`src/rtl/full_feeder1_if.sv`:
```
// Bus bundle between the layer-1 feeder, its feature/weight memories and the FC consumer.
// The master modport is the feeder; the slave modport is everything around it.
interface full_feeder1_if #(
  parameter int unsigned DW    = 16,
  parameter int unsigned LANES = 3,
  parameter int unsigned FAW   = 6,
  parameter int unsigned WAW   = 9
);
  logic                  start;
  logic                  cons_busy;
  logic [FAW-1:0]        feat_addr;
  logic [DW-1:0]         feat_rdata;
  logic [WAW-1:0]        wgt_addr;
  logic [LANES*DW-1:0]   wgt_rdata;
  logic                  clear_out;
  logic [LANES*DW-1:0]   feat_out;
  logic                  grp_start;
  logic [LANES*DW-1:0]   wgt_out;
  logic                  wgt_valid;
  logic [4:0]            wgt_idx;
  logic [3:0]            grp_idx;
  logic                  busy;
  logic                  done;

  modport master (
    input  start, cons_busy, feat_rdata, wgt_rdata,
    output feat_addr, wgt_addr, clear_out, feat_out, grp_start, wgt_out, wgt_valid,
           wgt_idx, grp_idx, busy, done
  );

  modport slave (
    output start, cons_busy, feat_rdata, wgt_rdata,
    input  feat_addr, wgt_addr, clear_out, feat_out, grp_start, wgt_out, wgt_valid,
           wgt_idx, grp_idx, busy, done
  );
endinterface

```
`src/rtl/full_feeder1.sv`:
```
// Layer-1 FC feeder: per group, loads LANES features into a held bank, then streams
// NEURONS per-lane weight words tagged with their neuron index.
module full_feeder1 #(
  parameter int unsigned DW      = 16,
  parameter int unsigned LANES   = 3,
  parameter int unsigned GROUPS  = 16,
  parameter int unsigned NEURONS = 31,
  parameter int unsigned FAW     = 6,
  parameter int unsigned WAW     = 9
) (
  input  logic           clk,
  input  logic           n_reset,
  full_feeder1_if.master ff
);

  localparam int unsigned      LW       = $clog2(LANES + 1);
  localparam logic [LW-1:0]    LastLane = LW'(LANES);
  localparam logic [4:0]       LastN    = 5'(NEURONS - 1);
  localparam logic [3:0]       LastG    = 4'(GROUPS - 1);

  typedef enum logic [2:0] {StIdle, StClear, StLoad, StWait, StStream, StDone} state_e;

  state_e               r_state, w_state;
  logic [3:0]           r_g;
  logic [LW-1:0]        r_lane;
  logic [4:0]           r_n;
  logic [LANES*DW-1:0]  r_feat;
  logic [FAW-1:0]       r_feat_addr;
  logic [WAW-1:0]       r_wgt_addr;

  logic                 w_clear, w_grp_start, w_valid, w_done;
  logic                 w_feat_issue, w_wgt_issue;
  logic [4:0]           w_n_issue;
  logic [FAW-1:0]       w_feat_addr;
  logic [WAW-1:0]       w_wgt_addr;

  // The group-start cycle is the released WAIT cycle, so an unstalled group costs no
  // extra cycle between the last feature capture and grp_start.
  always_comb begin
    w_state      = r_state;
    w_clear      = 1'b0;
    w_grp_start  = 1'b0;
    w_valid      = 1'b0;
    w_done       = 1'b0;
    w_feat_issue = 1'b0;
    w_wgt_issue  = 1'b0;
    w_n_issue    = '0;
    case (r_state)
      StIdle:  if (ff.start) w_state = StClear;
      StClear: begin
        w_clear = 1'b1;
        w_state = StLoad;
      end
      StLoad: begin
        w_feat_issue = (r_lane != LastLane);
        if (r_lane == LastLane) w_state = StWait;
      end
      StWait: begin
        if (!ff.cons_busy) begin
          w_grp_start = 1'b1;
          w_wgt_issue = 1'b1;
          w_state     = StStream;
        end
      end
      StStream: begin
        w_valid = 1'b1;
        if (r_n == LastN) begin
          w_state = (r_g == LastG) ? StDone : StLoad;
        end else begin
          w_wgt_issue = 1'b1;
          w_n_issue   = r_n + 5'd1;
        end
      end
      StDone: begin
        w_done  = 1'b1;
        w_state = StIdle;
      end
      default: w_state = StIdle;
    endcase
  end

  assign w_feat_addr = FAW'(32'(r_g) * LANES + 32'(r_lane));
  assign w_wgt_addr  = WAW'(32'(r_g) * NEURONS + 32'(w_n_issue));

  always_ff @(posedge clk or negedge n_reset) begin
    if (!n_reset) begin
      r_state     <= StIdle;
      r_g         <= '0;
      r_lane      <= '0;
      r_n         <= '0;
      r_feat      <= '0;
      r_feat_addr <= '0;
      r_wgt_addr  <= '0;
    end else begin
      r_state <= w_state;
      if (w_feat_issue) r_feat_addr <= w_feat_addr;
      if (w_wgt_issue)  r_wgt_addr  <= w_wgt_addr;
      case (r_state)
        StClear: begin
          r_g    <= '0;
          r_lane <= '0;
        end
        StLoad: begin
          // Read data for lane l returns while lane l+1 is being addressed.
          for (int l = 0; l < LANES; l++) begin
            if (r_lane == LW'(l + 1)) r_feat[l*DW +: DW] <= ff.feat_rdata;
          end
          r_lane <= (r_lane == LastLane) ? '0 : r_lane + 1'b1;
        end
        StWait: if (!ff.cons_busy) r_n <= '0;
        StStream: begin
          if (r_n == LastN) begin
            r_n <= '0;
            if (r_g != LastG) r_g <= r_g + 4'd1;
          end else begin
            r_n <= r_n + 5'd1;
          end
        end
        default: ;
      endcase
    end
  end

  // Addresses hold their last issued value whenever nothing is being read.
  assign ff.feat_addr = w_feat_issue ? w_feat_addr : r_feat_addr;
  assign ff.wgt_addr  = w_wgt_issue ? w_wgt_addr : r_wgt_addr;
  assign ff.clear_out = w_clear;
  assign ff.grp_start = w_grp_start;
  assign ff.feat_out  = r_feat;
  assign ff.wgt_valid = w_valid;
  assign ff.wgt_out   = w_valid ? ff.wgt_rdata : '0;
  assign ff.wgt_idx   = w_valid ? r_n : '0;
  assign ff.grp_idx   = r_g;
  assign ff.busy      = (r_state != StIdle) && (r_state != StDone);
  assign ff.done      = w_done;

endmodule

```
`src/flat_wrapper.sv`:
```
// flat-port wrapper written by rule: the top's interface ports become plain ports
module full_feeder1_flat 
#(
  parameter int unsigned DW      = 16,
  parameter int unsigned LANES   = 3,
  parameter int unsigned GROUPS  = 16,
  parameter int unsigned NEURONS = 31,
  parameter int unsigned FAW     = 6,
  parameter int unsigned WAW     = 9
)
  (clk, n_reset, ff_start, ff_cons_busy, ff_feat_rdata, ff_wgt_rdata, ff_feat_addr, ff_wgt_addr, ff_clear_out, ff_feat_out, ff_grp_start, ff_wgt_out, ff_wgt_valid, ff_wgt_idx, ff_grp_idx, ff_busy, ff_done);
  full_feeder1_if #(.DW(DW), .LANES(LANES), .FAW(FAW), .WAW(WAW)) ff_i ();
  input  logic clk;
  input  logic n_reset;
  input wire logic [$bits(ff_i.start)-1:0] ff_start;
  input wire logic [$bits(ff_i.cons_busy)-1:0] ff_cons_busy;
  input wire logic [$bits(ff_i.feat_rdata)-1:0] ff_feat_rdata;
  input wire logic [$bits(ff_i.wgt_rdata)-1:0] ff_wgt_rdata;
  output wire logic [$bits(ff_i.feat_addr)-1:0] ff_feat_addr;
  output wire logic [$bits(ff_i.wgt_addr)-1:0] ff_wgt_addr;
  output wire logic [$bits(ff_i.clear_out)-1:0] ff_clear_out;
  output wire logic [$bits(ff_i.feat_out)-1:0] ff_feat_out;
  output wire logic [$bits(ff_i.grp_start)-1:0] ff_grp_start;
  output wire logic [$bits(ff_i.wgt_out)-1:0] ff_wgt_out;
  output wire logic [$bits(ff_i.wgt_valid)-1:0] ff_wgt_valid;
  output wire logic [$bits(ff_i.wgt_idx)-1:0] ff_wgt_idx;
  output wire logic [$bits(ff_i.grp_idx)-1:0] ff_grp_idx;
  output wire logic [$bits(ff_i.busy)-1:0] ff_busy;
  output wire logic [$bits(ff_i.done)-1:0] ff_done;
  assign ff_i.start = ff_start;
  assign ff_i.cons_busy = ff_cons_busy;
  assign ff_i.feat_rdata = ff_feat_rdata;
  assign ff_i.wgt_rdata = ff_wgt_rdata;
  assign ff_feat_addr = ff_i.feat_addr;
  assign ff_wgt_addr = ff_i.wgt_addr;
  assign ff_clear_out = ff_i.clear_out;
  assign ff_feat_out = ff_i.feat_out;
  assign ff_grp_start = ff_i.grp_start;
  assign ff_wgt_out = ff_i.wgt_out;
  assign ff_wgt_valid = ff_i.wgt_valid;
  assign ff_wgt_idx = ff_i.wgt_idx;
  assign ff_grp_idx = ff_i.grp_idx;
  assign ff_busy = ff_i.busy;
  assign ff_done = ff_i.done;
  full_feeder1 #(.DW(DW), .LANES(LANES), .GROUPS(GROUPS), .NEURONS(NEURONS), .FAW(FAW), .WAW(WAW)) u_core (.clk(clk), .n_reset(n_reset), .ff(ff_i));
endmodule
```
`config.mk`:
```
export PLATFORM = sky130hd
export DESIGN_NAME = full_feeder1_flat
export DESIGN_NICKNAME = d
export VERILOG_FILES = /design/src/rtl/full_feeder1_if.sv /design/src/rtl/full_feeder1.sv /design/src/flat_wrapper.sv
export SDC_FILE = /design/constraint.sdc
export NUM_CORES = 1
export LEC_CHECK = 0
export CAP_MARGIN = 20
export CORE_MARGIN = 3
export CORE_UTILIZATION = 43
export CTS_CLUSTER_DIAMETER = 120
export DETAILED_ROUTE_END_ITERATION = 12
export PLACE_DENSITY = 0.78
export SYNTH_ARGS = -nofsm -noshare
export SYNTH_HDL_FRONTEND = slang
export SYNTH_SLANG_ARGS = --single-unit
export TNS_END_PERCENT = 20
```
`constraint.sdc`:
```
create_clock -name clk -period 5.6 [get_ports clk]
set_clock_uncertainty 0.05 [all_clocks]
set_input_delay 1.4 -clock clk [delete_from_list [all_inputs] [get_ports clk]]
set_output_delay 1.4 -clock clk [all_outputs]
set_load 0.01 [all_outputs]
```
==> out/results.tsv <==
stage	metric	value	unit
clock_network	Post CTS Setup Buffer Count	0	
clock_network	CTS sink count	77	
yosys	mean instance size in the synthesized netlist	10.8	µm²
critical_path	source of the critical timing path	u_core.ff.grp_idx[1]$_DFFE_PN0P_	
critical_path	start of the worst register-to-register path	u_core.ff.grp_idx[1]$_DFFE_PN0P_	
global_route	number of antenna violations at the first check in global routing	0	
critical_path	category of the worst setup path launch point	register	
hold_path	Tightest Hold Check Type	reg2reg	
critical_path	WP data arrival	3900	ps
yosys	number of flip-flops and latches in the synthesized netlist	77	
critical_path	type of destination of the critical path	output port	
critical_path	peak fanout along the critical path	4	
global_route	number of global-route vias before repair	3787	
critical_path	setup slack, reg-to-reg	2090	ps
cells_and_area	fraction of final layout cells with drive strength greater than 1	0.137	
detailed_routing	total wire length	11400	µm
critical_path	delay-heaviest family, CP	adder cells	
detailed_routing	post-detailed-route DRC marker count	0	
flow_run	MaxCap Viol Count	0	
yosys	number of warnings issued by yosys	0	
critical_path	CP Cell Sequence	fa_1, inv_1, fa_1, fa_1, inv_1, ha_1, o21a_1, a211oi_2, nor4_1, nor3_1, dlygate4sd1_1	
yosys	number of cells produced by synthesis	414	
yosys	number of enable flip-flop cells after synthesis	0	
placement	GP Congestion	0.834	
floorplanning	initial core utilization	0.449	
floorplanning	die boundary height	108	µm
power	Power Density	390	nW/µm²
floorplanning	Placement Rows	36	
hold_path	number of instances on the worst hold path	1	
critical_path	cell mode on critical path	fa_1	
global_route	total routing usage reported by global routing	0.201	
detailed_routing	post-route antenna net violation count	0	
yosys	Synth async-reset ratio	1.00	
global_route	largest net degree at the start of global routing	78	
hold_path	endpoint with the worst hold slack	u_core.r_wgt_addr[5]$_DFF_PN0_	
power	Leakage Power	2.98	nW
clock_network	H-tree depth	3	
timing	RSZ-0062 raised after global routing	false	
global_route	first-pass GRT wire length	18700	µm
critical_path	endpoint of the most critical register-to-register path	u_core.r_wgt_addr[7]$_DFF_PN0_	
power	Overall Power	0.00262	W
critical_path	delay contributed by the slowest stage of the critical path	570	ps
cells_and_area	area overhead of the layout relative to synthesis	50.7	%
timing	Final Hold Slack	426	ps
clock_network	TritonCTS clock tree	built	
hold_path	min-delay src	u_core.r_wgt_addr[5]$_DFF_PN0_	
status	run status	complete, no violations	
clock_network	Hold Buf Count CTS	0	
clock_network	Reg clk slew, reported paths	90	ps
timing	Relative slew margins	0.375	
clock_network	number of buffers inserted during clock tree synthesis	9	
yosys	Post-synth top flop	dfrtp_1	
clock_network	largest buffer count on any clock path	2	
critical_path	data required time at the worst endpoint	4150	ps
timing	Max Slew Vio Count	0	
floorplanning	I/O pin total	193	
detailed_routing	number of vias per cell after detailed routing	4.96	
detailed_routing	total via count after detailed routing	3693	
critical_path	critical path depth	11	
critical_path	path depth of the worst reg2reg path	10	
yosys	number of library cell types mapped by synthesis	49	
critical_path	slowest cell on the critical path	fa_1	
placement	dpl cell area	6500	µm²
cells_and_area	sequential cell area	1930	µm²
cells_and_area	filler instances	750	
detailed_routing	iteration-0 DRC count of the detailed router	86	
cells_and_area	most common cell after layout, fill and taps aside	clkdlybuf4s50_1	
cells_and_area	final cell count without fillers	745	
critical_path	type of the setup path with the least slack	reg2out	
power	VDD IR-drop max	208	µV
cells_and_area	final net count	714	
placement	placed insts	729	
clock_network	Clk Tree Root Cell	clkbuf_8	
placement	I/O Buffers	192	
detailed_routing	mean routed wirelength per cell	15.3	µm
global_route	overflow left after global routing	0	
timing	number of hold violations in the final report	0	
yosys	Mapped Nets	521	
critical_path	Critical path buffers and inverters	3	
placement	DPL Wire Length	8980	µm
yosys	area of the mapped netlist	4450	µm²
timing	Least-Margin Pin Slew	937	ps
cells_and_area	antenna diode count	0	
cells_and_area	final cell area excluding filler cells	6710	µm²
timing	maximum achievable frequency	187	MHz
clock_network	worst skew pair latency	340	ps
timing	period utilisation layout	0.955	
cells_and_area	multi-input logic area	2320	µm²
yosys	Seq/Total Area, Yosys	0.433	
floorplanning	Std-Cell Core Area	9910	µm²
cells_and_area	top library cells by usage in the layout, fill and taps aside	clkdlybuf4s50_1, dfrtp_1, and2_1, mux2_2, nand2_1	
timing	final setup TNS	0	ps
timing	total of endpoints with negative setup slack in the final report	0	
timing	minimum clock period after layout	5350	ps
floorplanning	Die Footprint	11600	µm²
floorplanning	horizontal extent of the die	108	µm
detailed_routing	first drt pass iteration count	4	
repair_timing:
action                     in CTS  in global routing
setup endpoints to repair       3                  3
pin swaps                       0                  1
gates resized for setup         5                  6
hold endpoints to repair        0                  0
how the worst max path moves through the flow:
stage / end / slack [ps]
floorplan: ff_wgt_addr[7] / 630
global placement: ff_wgt_addr[7] / 240
detailed placement: ff_wgt_addr[7] / 230
CTS: ff_wgt_addr[8] / 50
global route: ff_wgt_addr[6] / 10
finish: ff_wgt_addr[6] / 250
where the power goes:
part | switching [W] | total, W | internal, W
registers | 0.000123 | 0.000912 | 0.000789
logic | 0.000535 | 0.00128 | 0.000741
clock network | 0.000217 | 0.000427 | 0.000210
total | 0.000876 | 0.00262 | 0.00174
sequential cells by signal, summed over array words and instances (netlist names):
| name | count |
|---|---|
| u_core.r_n | 5 |
| u_core.r_lane | 2 |
| u_core.r_feat_addr | 6 |
| u_core.r_state | 3 |
| u_core.r_wgt_addr | 9 |
| u_core.ff.feat_out | 48 |
| u_core.ff.grp_idx | 4 |
synthesized netlist by cell type (5+ instances only):
cell type  number  area [µm²]
ha_1           28         350
dfrtp_1        77        1930
o21ai_0        15        75.1
clkbuf_1        8        30.0
buf_2           5        25.0
and2_1         54         338
a21oi_1        12        60.1
a21o_1          7        52.6
buf_4           5        37.5
mux2_2         48         541
nand3_1         6        30.0
inv_1          29         109
xor2_1          6        52.6
or3_1           5        31.3
nand2_1        32         120
nor2_1         18        67.6
fa_1           11         220
nor3_1          6        30.0
cell families after synthesis:
family	count (synthesis)	share of synthesized area
flip-flops	77	0.433
adder cells (fa/ha/maj)	39	0.128
multiplexers	50	0.126
XOR/XNOR	9	0.0177
buffers and inverters	49	0.0497
AND/OR/NAND/NOR	137	0.165
AO/OA/AOI/OAI	53	0.0809
metrics by stage:
stage / utilization / setup WS [ps]
global placement: 0.656 / 237
finish: 0.677 / 253
floorplan: - / 634
global route: 0.677 / 13.0
CTS: 0.677 / 52.5
detailed placement: 0.656 / 228
layout make-up:
type / instances / share of cell area
inverter: 30 / 0.0175
tap: 133 / 0.0248
timing repair buffer: 201 / 0.295
sequential: 77 / 0.287
clock buffer: 10 / 0.0190
clock inverter: 6 / 0.0106
multi-input combinational: 288 / 0.346
per-layer routing:
metal	part of all wire	GRT usage	vias up
li1	-	-	1783
met1	0.40	0.239	1754
met2	0.51	0.358	146
met3	0.078	0.0666	10
met4	0.0069	0.0370	0
met5	0	0	-
No activity file was read; power rests on OpenSTA's default activity.
==> RTL edit: new RTL, config.mk and constraints unchanged <==
Reset style: synchronous (`n_reset`), changed in one clocked block.
--- a/src/rtl/full_feeder1.sv
+++ b/src/rtl/full_feeder1.sv
@@ -83,5 +83,5 @@
   assign w_wgt_addr  = WAW'(32'(r_g) * NEURONS + 32'(w_n_issue));
 
-  always_ff @(posedge clk or negedge n_reset) begin
+  always_ff @(posedge clk) begin
     if (!n_reset) begin
       r_state     <= StIdle;
Check against the original RTL: differs if n_reset is asserted again (counterexample within 4 cycles, from zero or initial values and one cycle with n_reset low); with n_reset held inactive, the same outputs for 10 cycles.
==> RTL edit against the original RTL <==
Highest routed layer unchanged. Register-to-register slack gained 60 ps. Setup slack worse by 50 ps. Wire length rose by 10%. Cell area fell by 3.4%. Area after synthesis is 4.9% lower. Sequential cell count unchanged. First-iteration DRC count rose to 2.6 times the old value.
Power is not compared: it rests on default switching activity, and its combinational part moved more than twofold at a synthesized area within 25%.
==> RTL edit: results (changes against the original RTL) <==
Place
  • Input/output buffers: 192 (unchanged)
  • DP Cell Count: 829 (+14%)
  • Final HPWL DP: 9.65 mm (+7.5%)
  • Routability cong.: 0.848 (+1.6%)
  • Dpl cell area: 0.00623 mm^2 (-4.1%)
  • DP Worst Slack: 169 ps (-59.0 ps)

Drt
  • Drt wl/cell: 14.8 um (-2.7%)
  • Vias per inst: 4.84 (-2.3%)
  • Initial DRC count: 223 (+160%)
  • DRT Pass-1 Iters: 6 (+2)

Final layout
  • Share of cells above drive strength 1: 0.0544 (-0.0829)
  • Nets: 819 (+15%)
  • Non-filler cells, final: 846 (+14%)
  • Max reg flops: 48 (unchanged)
  • # fillers: 826 (+10%)

Logic synthesis
  • Post-synthesis mux area share: 0.00473 (-0.121)
  • Most instantiated cells after synthesis: 122 x nand2_1, 77 x dfxtp_1, 69 x a21oi_1, 67 x and2_1, 28 x ha_1
  • Post-synthesis sequential area ratio: 0.364 (-0.0687)
  • YS warnings: 0 (unchanged)
  • Mapped Cells: 531 (+28%)
  • Asr flop ratio synth: 0 (-1.00)
  • Synth Net Count: 638 (+22%)
  • Top cells by area, synth: dfxtp_1 36%, nand2_1 11%, and2_1 9.9%, ha_1 8.3%, a21oi_1 8.2%
  • Synth Area in Compound Gates: 0.137 (+0.0562)
  • Post-Synth Adder-Cell Area: 0.135 (+0.00659)
  • Unique masters post-synth: 46 (-6.1%)
  • Ys flop type: dfxtp_1
  • Post-Synth XOR/XNOR Area: 0.0310 (+0.0133)

Worst setup path
  • CP max FO: 3 (-1)
  • Worst path arrival time: 3950 ps (+50 ps)

Clock network
  • Root Driver: clkbuf_8
  • CTS Buf Count: 9 (unchanged)

Global route
  • Largest net degree at the start of global routing: 64 (-18%)
  • Vias in the first global route: 4,064 (+7.3%)
  • First-pass GRT wire length: 20.3 mm (+8.2%)
  • GRT Overall Usage: 0.227 (+0.0257)

Run status
  • Status: completed

Power and ir drop
  • Maximum vdd ir drop: 133 uV

Timing
  • Relative slew slack: 0.590 (+0.215)
-- RTL edit: cell count changes in the layout (fill, tap and decap cells not counted), sizes merged, moves of 4 or more --
cell   delta
buf       -4
dfrtp    -77
xnor2     +8
nor2      +8
and2     +13
mux2     -49
a21oi    +58
o21ai     -7
dfxtp    +77
nand2    +90
-- RTL edit: report_power, final --
part           total [mW]  internal, mW  switching (mW)
logic               0.429         0.213           0.216
clock network       0.394         0.167           0.227
registers           0.589         0.572          0.0169
-- RTL edit: layout make-up --
class	count	area (um^2)	share of cell area
Multi-Input combinational cell	398	2510	0.387
Clock inverter	7	58.8	0.00907
Timing Repair Buffer	198	1980	0.306
Inverter	28	108	0.0166
Sequential cell	77	1540	0.238
Clock buffer	9	124	0.0191
Tap cell	129	161	0.0249
-- RTL edit: kinds of logic after synthesis --
kind of cell | Yosys count
mux | 2
flops | 77
fa+ha+maj | 39
xor+xnor | 15
simple gates | 243
buf+inv | 56
compound gates | 99
-- RTL edit: repair_timing --
action | in CTS | in global routing
setup endpoints to repair | 4 | 4
pin swaps | 0 | 2
resized for setup | 6 | 6
buffers inserted | 0 | 0
hold buffers | 0 | 0
-- RTL edit: per-layer routing --
metal,track usage,routed length (um),up-vias,share of wire
li1,-,-,2083,-
met1,0.263,5030,1860,0.40
met2,0.389,6150,135,0.49
met3,0.0839,1140,19,0.091
met4,0.0694,230,0,0.018
met5,0,0,-,0
-- RTL edit: worst paths after layout --
path	from	end	slack (ps)	cells past startpoint
worst max-delay path	u_core.ff.grp_idx[1]$_SDFFE_PN0P_	ff_wgt_addr[4]	200	11
worst min-delay path	u_core.ff.feat_out[13]$_SDFFE_PN0P_	u_core.ff.feat_out[13]$_SDFFE_PN0P_	410	2
worst max register to register	u_core.ff.grp_idx[1]$_SDFFE_PN0P_	u_core.r_wgt_addr[7]$_SDFF_PN0_	2150	11
worst min register to register	u_core.ff.feat_out[13]$_SDFFE_PN0P_	u_core.ff.feat_out[13]$_SDFFE_PN0P_	410	2
-- RTL edit: worst max-delay path, stage by stage (launching register included) --
cell,delay [ps]
dfxtp_1,340
fa_1,570
inv_1,100
fa_1,470
fa_1,520
inv_1,40
ha_1,320
nor2_1,240
nor2_1,100
xnor2_1,130
a21oi_1,180
clkdlybuf4s50_1,570
